File: config.mk
export PLATFORM = sky130hd
export DESIGN_NAME = zxesp32_bridge
export DESIGN_NICKNAME = d
export VERILOG_FILES = /design/src/rtl/zxesp32_bridge.sv
export SDC_FILE = /design/constraint.sdc
export NUM_CORES = 1
export LEC_CHECK = 0
export BUFFER_PORTS_ARGS = -buffer_cell sky130_fd_sc_hd__buf_4
export CAP_MARGIN = 20
export CORE_MARGIN = 2
export CORE_UTILIZATION = 42
export DETAILED_ROUTE_END_ITERATION = 16
export GPL_ROUTABILITY_DRIVEN = 0
export SETUP_SLACK_MARGIN = 0.15
export SLEW_MARGIN = 25
export SYNTH_ARGS = -nofsm -noshare
export SYNTH_HDL_FRONTEND = slang
export SYNTH_SLANG_ARGS = --single-unit
export TNS_END_PERCENT = 1
File: constraint.sdc
create_clock -name clk_peripheral -period 3.59 [get_ports clk_peripheral]
set_input_delay 0.359 -clock clk_peripheral [delete_from_list [all_inputs] [get_ports clk_peripheral]]
set_output_delay 0.359 -clock clk_peripheral [all_outputs]
set_load 0.02 [all_outputs]
File: src/rtl/zxesp32_bridge.sv
// ESP32 co-processor bridge: registered UART TX, synchronised UART RX and GPIO with edge detect,
// plus a boot sequencer that pulses EN and drives the GPIO0 strap for normal/bootloader entry.
module zxesp32_bridge #(
    parameter int GPIO_WIDTH   = 3,
    parameter int SYNC_STAGES  = 2,
    parameter int RESET_CYCLES = 1000,
    parameter int HOLD_CYCLES  = 2000
) (
    input  logic                  clk_peripheral,
    input  logic                  reset,
    input  logic                  uart_tx_i,
    output logic                  uart_rx_i,
    output logic                  uart_tx_o,
    input  logic                  uart_rx_o,
    input  logic [GPIO_WIDTH-1:0] gpio_out,
    input  logic [GPIO_WIDTH-1:0] gpio_enable,
    output logic [GPIO_WIDTH-1:0] gpio_in,
    output logic [GPIO_WIDTH-1:0] gpio_rise,
    output logic [GPIO_WIDTH-1:0] gpio_fall,
    input  logic [GPIO_WIDTH-1:0] gpio_i,
    output logic [GPIO_WIDTH-1:0] gpio_o,
    output logic [GPIO_WIDTH-1:0] gpio_t,
    output logic                  esp_en_o,
    input  logic                  boot_req,
    input  logic                  boot_mode,
    output logic                  boot_busy
);

    localparam int MAX_CYC = (RESET_CYCLES > HOLD_CYCLES) ? RESET_CYCLES : HOLD_CYCLES;
    localparam int CNT_W   = (MAX_CYC > 1) ? $clog2(MAX_CYC) : 1;
    localparam int WARM_W  = $clog2(SYNC_STAGES + 2);

    localparam logic [CNT_W-1:0]  RST_LAST  = CNT_W'(RESET_CYCLES - 1);
    localparam logic [CNT_W-1:0]  HOLD_LAST = CNT_W'(HOLD_CYCLES - 1);
    localparam logic [WARM_W-1:0] WARM_DONE = WARM_W'(SYNC_STAGES + 1);

    typedef enum logic [1:0] {
        ST_IDLE,
        ST_RST,
        ST_STRAP
    } state_t;

    logic                                   uart_tx_q, uart_tx_d;
    logic [SYNC_STAGES-1:0]                 rx_sync_q, rx_sync_d;
    logic [SYNC_STAGES-1:0][GPIO_WIDTH-1:0] gpio_sync_q, gpio_sync_d;
    logic [GPIO_WIDTH-1:0]                  gpio_prev_q, gpio_prev_d;
    logic [GPIO_WIDTH-1:0]                  gpio_rise_q, gpio_rise_d;
    logic [GPIO_WIDTH-1:0]                  gpio_fall_q, gpio_fall_d;
    logic [GPIO_WIDTH-1:0]                  gpio_o_q, gpio_o_d;
    logic [GPIO_WIDTH-1:0]                  gpio_t_q, gpio_t_d;
    logic [WARM_W-1:0]                      warm_q, warm_d;
    logic [GPIO_WIDTH-1:0]                  gpio_sync_out;
    logic [GPIO_WIDTH-1:0]                  gpio_o_mux, gpio_t_mux;

    state_t           state_q;
    logic             mode_q;
    logic [CNT_W-1:0] cnt_q;
    logic             esp_en_q;
    logic             busy_q;

    assign gpio_sync_out = gpio_sync_q[SYNC_STAGES-1];

    always_comb begin
        uart_tx_d   = uart_tx_i;
        rx_sync_d   = {rx_sync_q[SYNC_STAGES-2:0], uart_rx_o};
        gpio_sync_d = gpio_sync_q;
        gpio_sync_d[0] = gpio_i;
        for (int i = 1; i < SYNC_STAGES; i++) begin
            gpio_sync_d[i] = gpio_sync_q[i-1];
        end
        gpio_prev_d = gpio_sync_out;
        gpio_o_d    = gpio_out;
        gpio_t_d    = ~gpio_enable;
        warm_d      = (warm_q == WARM_DONE) ? warm_q : warm_q + WARM_W'(1);
        gpio_rise_d = '0;
        gpio_fall_d = '0;
        // Edges are masked until the sync chain has flushed its reset value.
        if (warm_q == WARM_DONE) begin
            gpio_rise_d = gpio_sync_out & ~gpio_prev_q;
            gpio_fall_d = ~gpio_sync_out & gpio_prev_q;
        end
    end

    always_ff @(posedge clk_peripheral or posedge reset) begin
        if (reset) begin
            uart_tx_q   <= 1'b1;
            rx_sync_q   <= '1;
            gpio_sync_q <= '0;
            gpio_prev_q <= '0;
            gpio_rise_q <= '0;
            gpio_fall_q <= '0;
            gpio_o_q    <= '0;
            gpio_t_q    <= '1;
            warm_q      <= '0;
        end else begin
            uart_tx_q   <= uart_tx_d;
            rx_sync_q   <= rx_sync_d;
            gpio_sync_q <= gpio_sync_d;
            gpio_prev_q <= gpio_prev_d;
            gpio_rise_q <= gpio_rise_d;
            gpio_fall_q <= gpio_fall_d;
            gpio_o_q    <= gpio_o_d;
            gpio_t_q    <= gpio_t_d;
            warm_q      <= warm_d;
        end
    end

    // Requests are only honoured in IDLE; anything arriving while busy is dropped.
    always_ff @(posedge clk_peripheral or posedge reset) begin
        if (reset) begin
            state_q  <= ST_RST;
            mode_q   <= 1'b0;
            cnt_q    <= '0;
            esp_en_q <= 1'b0;
            busy_q   <= 1'b1;
        end else begin
            case (state_q)
                ST_IDLE: begin
                    esp_en_q <= 1'b1;
                    busy_q   <= 1'b0;
                    if (boot_req) begin
                        mode_q   <= boot_mode;
                        cnt_q    <= '0;
                        state_q  <= ST_RST;
                        esp_en_q <= 1'b0;
                        busy_q   <= 1'b1;
                    end
                end
                ST_RST: begin
                    esp_en_q <= 1'b0;
                    if (cnt_q == RST_LAST) begin
                        cnt_q    <= '0;
                        state_q  <= ST_STRAP;
                        esp_en_q <= 1'b1;
                    end else begin
                        cnt_q <= cnt_q + CNT_W'(1);
                    end
                end
                ST_STRAP: begin
                    esp_en_q <= 1'b1;
                    if (cnt_q == HOLD_LAST) begin
                        cnt_q   <= '0;
                        state_q <= ST_IDLE;
                        busy_q  <= 1'b0;
                    end else begin
                        cnt_q <= cnt_q + CNT_W'(1);
                    end
                end
                default: begin
                    state_q  <= ST_RST;
                    mode_q   <= 1'b0;
                    cnt_q    <= '0;
                    esp_en_q <= 1'b0;
                    busy_q   <= 1'b1;
                end
            endcase
        end
    end

    // Strap override selects between registered values only, so pin outputs stay glitch-free.
    always_comb begin
        gpio_o_mux = gpio_o_q;
        gpio_t_mux = gpio_t_q;
        if (busy_q) begin
            gpio_o_mux[0] = 1'b0;
            gpio_t_mux[0] = ~mode_q;
        end
    end

    assign uart_tx_o = uart_tx_q;
    assign uart_rx_i = rx_sync_q[SYNC_STAGES-1];
    assign gpio_in   = gpio_sync_out;
    assign gpio_rise = gpio_rise_q;
    assign gpio_fall = gpio_fall_q;
    assign gpio_o    = gpio_o_mux;
    assign gpio_t    = gpio_t_mux;
    assign esp_en_o  = esp_en_q;
    assign boot_busy = busy_q;

endmodule

==> run_summary.xml <==
<?xml version="1.0" encoding="UTF-8"?>
<metrics>
  <group name="setup_path">
    <metric name="critPathCaptureType" unit="">flip-flop</metric>
    <metric name="data_required_time_at_the_worst_endpoint" unit="ns">3.76</metric>
    <metric name="timing.setup.critical_path_class" unit="">reg2reg</metric>
    <metric name="critical_path.cell_chain" unit="">inv_1 &gt; ha_1 &gt; nor2b_2 &gt; nor4b_1 &gt; xnor2_1 &gt; a21oi_1</metric>
    <metric name="critical_path_peak_fanout" unit="">19</metric>
    <metric name="critical-path-slowest-cell" unit="">dfstp_2</metric>
    <metric name="critPathBufInv" unit="">1</metric>
    <metric name="critPathLaunchType" unit="">flip-flop</metric>
    <metric name="worst_ep_arrival_time" unit="ns">2.14</metric>
    <metric name="path_delay_family" unit="">simple AND/OR/NAND/NOR gates</metric>
    <metric name="cpPeakStageDelay" unit="ns">0.55</metric>
    <metric name="r2r_setup_slack" unit="ns">1.63</metric>
  </group>
  <group name="timing">
    <metric name="finalSetupViolations" unit="">0</metric>
    <metric name="max_freq" unit="MHz">509</metric>
    <metric name="slew_headroom" unit="%">45.2</metric>
    <metric name="final.setup.worst_slack" unit="ns">1.63</metric>
    <metric name="worstMarginPinSlew" unit="ns">0.821</metric>
    <metric name="worst_hold_slack" unit="ns">0.163</metric>
    <metric name="setup-tns-final" unit="ns">0</metric>
    <metric name="timing.final.crit_period" unit="ns">1.96</metric>
    <metric name="grt_setup_unrepaired" unit="">false</metric>
    <metric name="timing_max_transition_violations_final" unit="">0</metric>
    <metric name="timing.final.crit_share" unit="%">54.7</metric>
    <metric name="worst_clock_skew" unit="ns">0.00590</metric>
    <metric name="report.final.hold_viol_count" unit="">0</metric>
  </group>
  <group name="placed_design">
    <metric name="placedInstanceArea" unit="sq mm">0.00208</metric>
    <metric name="portbufs" unit="">33</metric>
    <metric name="pre_cts_worst_setup_slack" unit="ns">1.64</metric>
    <metric name="dp.final_hpwl" unit="mm">2.38</metric>
    <metric name="numPlacedInstances" unit="">231</metric>
  </group>
  <group name="floorplan">
    <metric name="placeableCoreArea" unit="sq mm">0.00406</metric>
    <metric name="initial_core_utilization" unit="%">44.4</metric>
    <metric name="design.die.area" unit="sq mm">0.00483</metric>
    <metric name="dieWidth" unit="um">69.5</metric>
    <metric name="fp-row-count" unit="">23</metric>
    <metric name="io_pins" unit="">34</metric>
    <metric name="die_height" unit="um">69.5</metric>
  </group>
  <group name="detailed_routing">
    <metric name="postRouteAntennaNets" unit="">0</metric>
    <metric name="drt-pass1-iter-count" unit="">5</metric>
    <metric name="post-route-drc-count" unit="">0</metric>
    <metric name="postRouteWirelength" unit="mm">3.33</metric>
    <metric name="dr.first_iter.drc_count" unit="">64</metric>
    <metric name="vias" unit="">1254</metric>
    <metric name="routed_wire_length_per_instance" unit="um">13.9</metric>
    <metric name="via_per_inst" unit="">5.25</metric>
  </group>
  <group name="layout">
    <metric name="multi_input_gate_area_in_the_final_layout" unit="sq um">663</metric>
    <metric name="fin_area" unit="sq mm">0.00219</metric>
    <metric name="layout.area.seq" unit="sq mm">0.00106</metric>
    <metric name="final_net_count" unit="">209</metric>
    <metric name="finish.cell_count_without_fillers" unit="">239</metric>
    <metric name="fill_cells" unit="">352</metric>
    <metric name="syn_to_final_growth" unit="%">21.5</metric>
    <metric name="drive_above_1_share" unit="%">30.7</metric>
    <metric name="post-route-util" unit="%">53.9</metric>
    <metric name="antennaDiodeCount" unit="">0</metric>
  </group>
  <group name="yosys">
    <metric name="synth_nets" unit="">176</metric>
    <metric name="synth_top_area_share" unit="%">47.2</metric>
    <metric name="mean_area_per_synthesized_cell" unit="sq um">11.6</metric>
    <metric name="ys_async_sr_fraction" unit="%">100</metric>
    <metric name="dominantRegCellSynth" unit="">dfrtp_1</metric>
    <metric name="synthesis.instances" unit="">155</metric>
    <metric name="synth.yosys.warnings" unit="">0</metric>
    <metric name="synth-seq-area-share" unit="%">58.9</metric>
    <metric name="synth.most_common_cell" unit="">dfrtp_1</metric>
    <metric name="mappedNetlistArea" unit="sq mm">0.00180</metric>
    <metric name="synth.lib_cells_used.distinct" unit="">38</metric>
    <metric name="synth.top_cells.by_area" unit="">dfrtp_1, dfstp_2, ha_1</metric>
    <metric name="yosys.area.top_type" unit="">dfrtp_1</metric>
    <metric name="count_of_flip_flops_with_a_built_in_enable_after_synthesis" unit="">0</metric>
    <metric name="number_of_storage_elements_in_the_synthesis_netlist" unit="">42</metric>
    <metric name="synth_commonest_cells" unit="">dfrtp_1, nand2_1, inv_1</metric>
  </group>
  <group name="global_route">
    <metric name="maximum_number_of_pins_on_one_net_before_global_route_repair" unit="">24</metric>
    <metric name="number_of_antenna_violations_at_the_first_check_in_global_routing" unit="">0</metric>
    <metric name="grt_pass1_vias" unit="">1309</metric>
    <metric name="grt_pass1_wl" unit="mm">5.80</metric>
    <metric name="remaining_global_route_overflow" unit="">0</metric>
    <metric name="globalRouteTotalUtil" unit="%">15.1</metric>
  </group>
  <group name="power_and_ir_drop">
    <metric name="power.combinational.fraction" unit="%">5.5</metric>
    <metric name="clk_network_pwr_share" unit="%">40.9</metric>
    <metric name="power.total" unit="uW">922</metric>
    <metric name="seq_power_share" unit="%">53.6</metric>
    <metric name="switching_share" unit="%">21.8</metric>
    <metric name="ir_worst_vdd" unit="mV">0.226</metric>
    <metric name="p_per_area" unit="mW/mm^2">422</metric>
    <metric name="switching_power" unit="uW">202</metric>
    <metric name="p_leak" unit="nW">0.971</metric>
    <metric name="p_int" unit="uW">721</metric>
  </group>
  <group name="clocking">
    <metric name="cts_num_sinks" unit="">42</metric>
    <metric name="cts.hold.buffers_added" unit="">0</metric>
    <metric name="clock_tree.buffer_depth" unit="">2</metric>
    <metric name="clk_root_buffer_cell" unit="">clkbuf_8</metric>
    <metric name="post_cts_resized" unit="">0</metric>
    <metric name="cts_tree" unit="">yes</metric>
    <metric name="clk_latency" unit="ns">0.30</metric>
    <metric name="path_clk_slew" unit="ns">0.08</metric>
    <metric name="cts_setup_buffers" unit="">0</metric>
    <metric name="cts-buffers-inserted" unit="">5</metric>
    <metric name="htreeDepth" unit="">2</metric>
  </group>
  <group name="job">
    <metric name="cap_violations" unit="">0</metric>
  </group>
  <group name="hold_path">
    <metric name="hp-class" unit="">in2reg</metric>
  </group>
  <group name="status">
    <metric name="run_status" unit="">completed</metric>
  </group>
</metrics>
[metal layers]
| layer | GRT usage [%] | routed length, um | vias up |
|---|---|---|---|
| li1 | - | - | 603 |
| met3 | 5.52 | 169 | 7 |
| met1 | 17.1 | 1440 | 615 |
| met4 | 6.75 | 63 | 0 |
| met2 | 25.3 | 1660 | 29 |
| met5 | 0 | 0 | - |
[state kept, by name, indices dropped and copies added (netlist names), 3 cells and up]
| register | cells |
|---|---|
| gpio_prev_q | 3 |
| gpio_o_q | 3 |
| gpio_fall | 3 |
| gpio_t_q | 3 |
| cnt_q | 11 |
| gpio_sync_d | 3 |
| gpio_rise | 3 |
| gpio_in | 3 |
[power by group through the flow]
stage | clock network (mW) | logic, mW | registers, mW
3_5_place_dp | 0 | 0.0524 | 0.503
5_1_grt | 0.406 | 0.0558 | 0.496
2_1_floorplan | 0 | 0.0173 | 0.511
6_report | 0.377 | 0.0511 | 0.494
4_1_cts | 0.386 | 0.0526 | 0.494
3_3_place_gp | 0 | 0.0511 | 0.503
[cell families (layout without fill, tap and decap cells)]
kind of cell	Yosys count	in the layout	share of synthesized area, %
AOI/OAI and AO/OA	27	27	11.4
xor gates and xnor gates	4	4	1.94
adders and majority gates	6	6	4.17
buffers and inverters	17	51	4.44
DFF	42	42	58.9
muxes	4	4	2.36
and+or+nand+nor	55	55	16.8
[final cells by class]
type,count,share of cell area (%)
multi-input combinational,96,30.3
clock inverter,3,2.00
timing repair buffer,34,11.7
tap,50,2.86
inverter,9,1.54
clock buffer,5,3.14
sequential,42,48.5
[path summary, 6_finish.rpt]
path                                     startpoint                        to  cells after the start
setup / recovery             state_q[0]$_DFFE_PP1P_      cnt_q[7]$_DFFE_PP0N_                      6
hold / removal                          gpio_out[0]     gpio_o_q[0]$_DFF_PP0_                      1
setup reg to reg             state_q[0]$_DFFE_PP1P_      cnt_q[7]$_DFFE_PP0N_                      6
hold reg to reg            gpio_sync_d[4]$_DFF_PP0_      gpio_in[1]$_DFF_PP0_                      0
max in group asynchronous                     reset  gpio_prev_q[0]$_DFF_PP0_                      3
min in group asynchronous                     reset    gpio_fall[2]$_DFF_PP0_                      2
[worst register-to-register path, cell delays in order (launching register included)]
cell     delay, ns
dfstp_2       0.55
inv_1         0.08
ha_1          0.24
nor2b_2       0.28
nor4b_1       0.45
xnor2_1       0.18
a21oi_1       0.06
[placed cells by master (no fill, tap or decap), types with 2 or more instances in the layout]
cell,instances
nor4_1,2
inv_1,9
nor2b_1,2
dfstp_2,8
o2111ai_1,2
nor3_1,6
o21ai_0,7
a31oi_4,2
nand4_1,2
mux2i_1,2
mux2_2,2
nand3_1,6
a21oi_1,6
xnor2_1,4
ha_1,6
clkbuf_8,5
dfrtp_1,34
buf_4,34
nor2_1,5
nor3b_1,2
and3b_1,3
nand2_1,17
o211ai_1,4
nand2b_1,2
(Power assumes the default switching activity.)
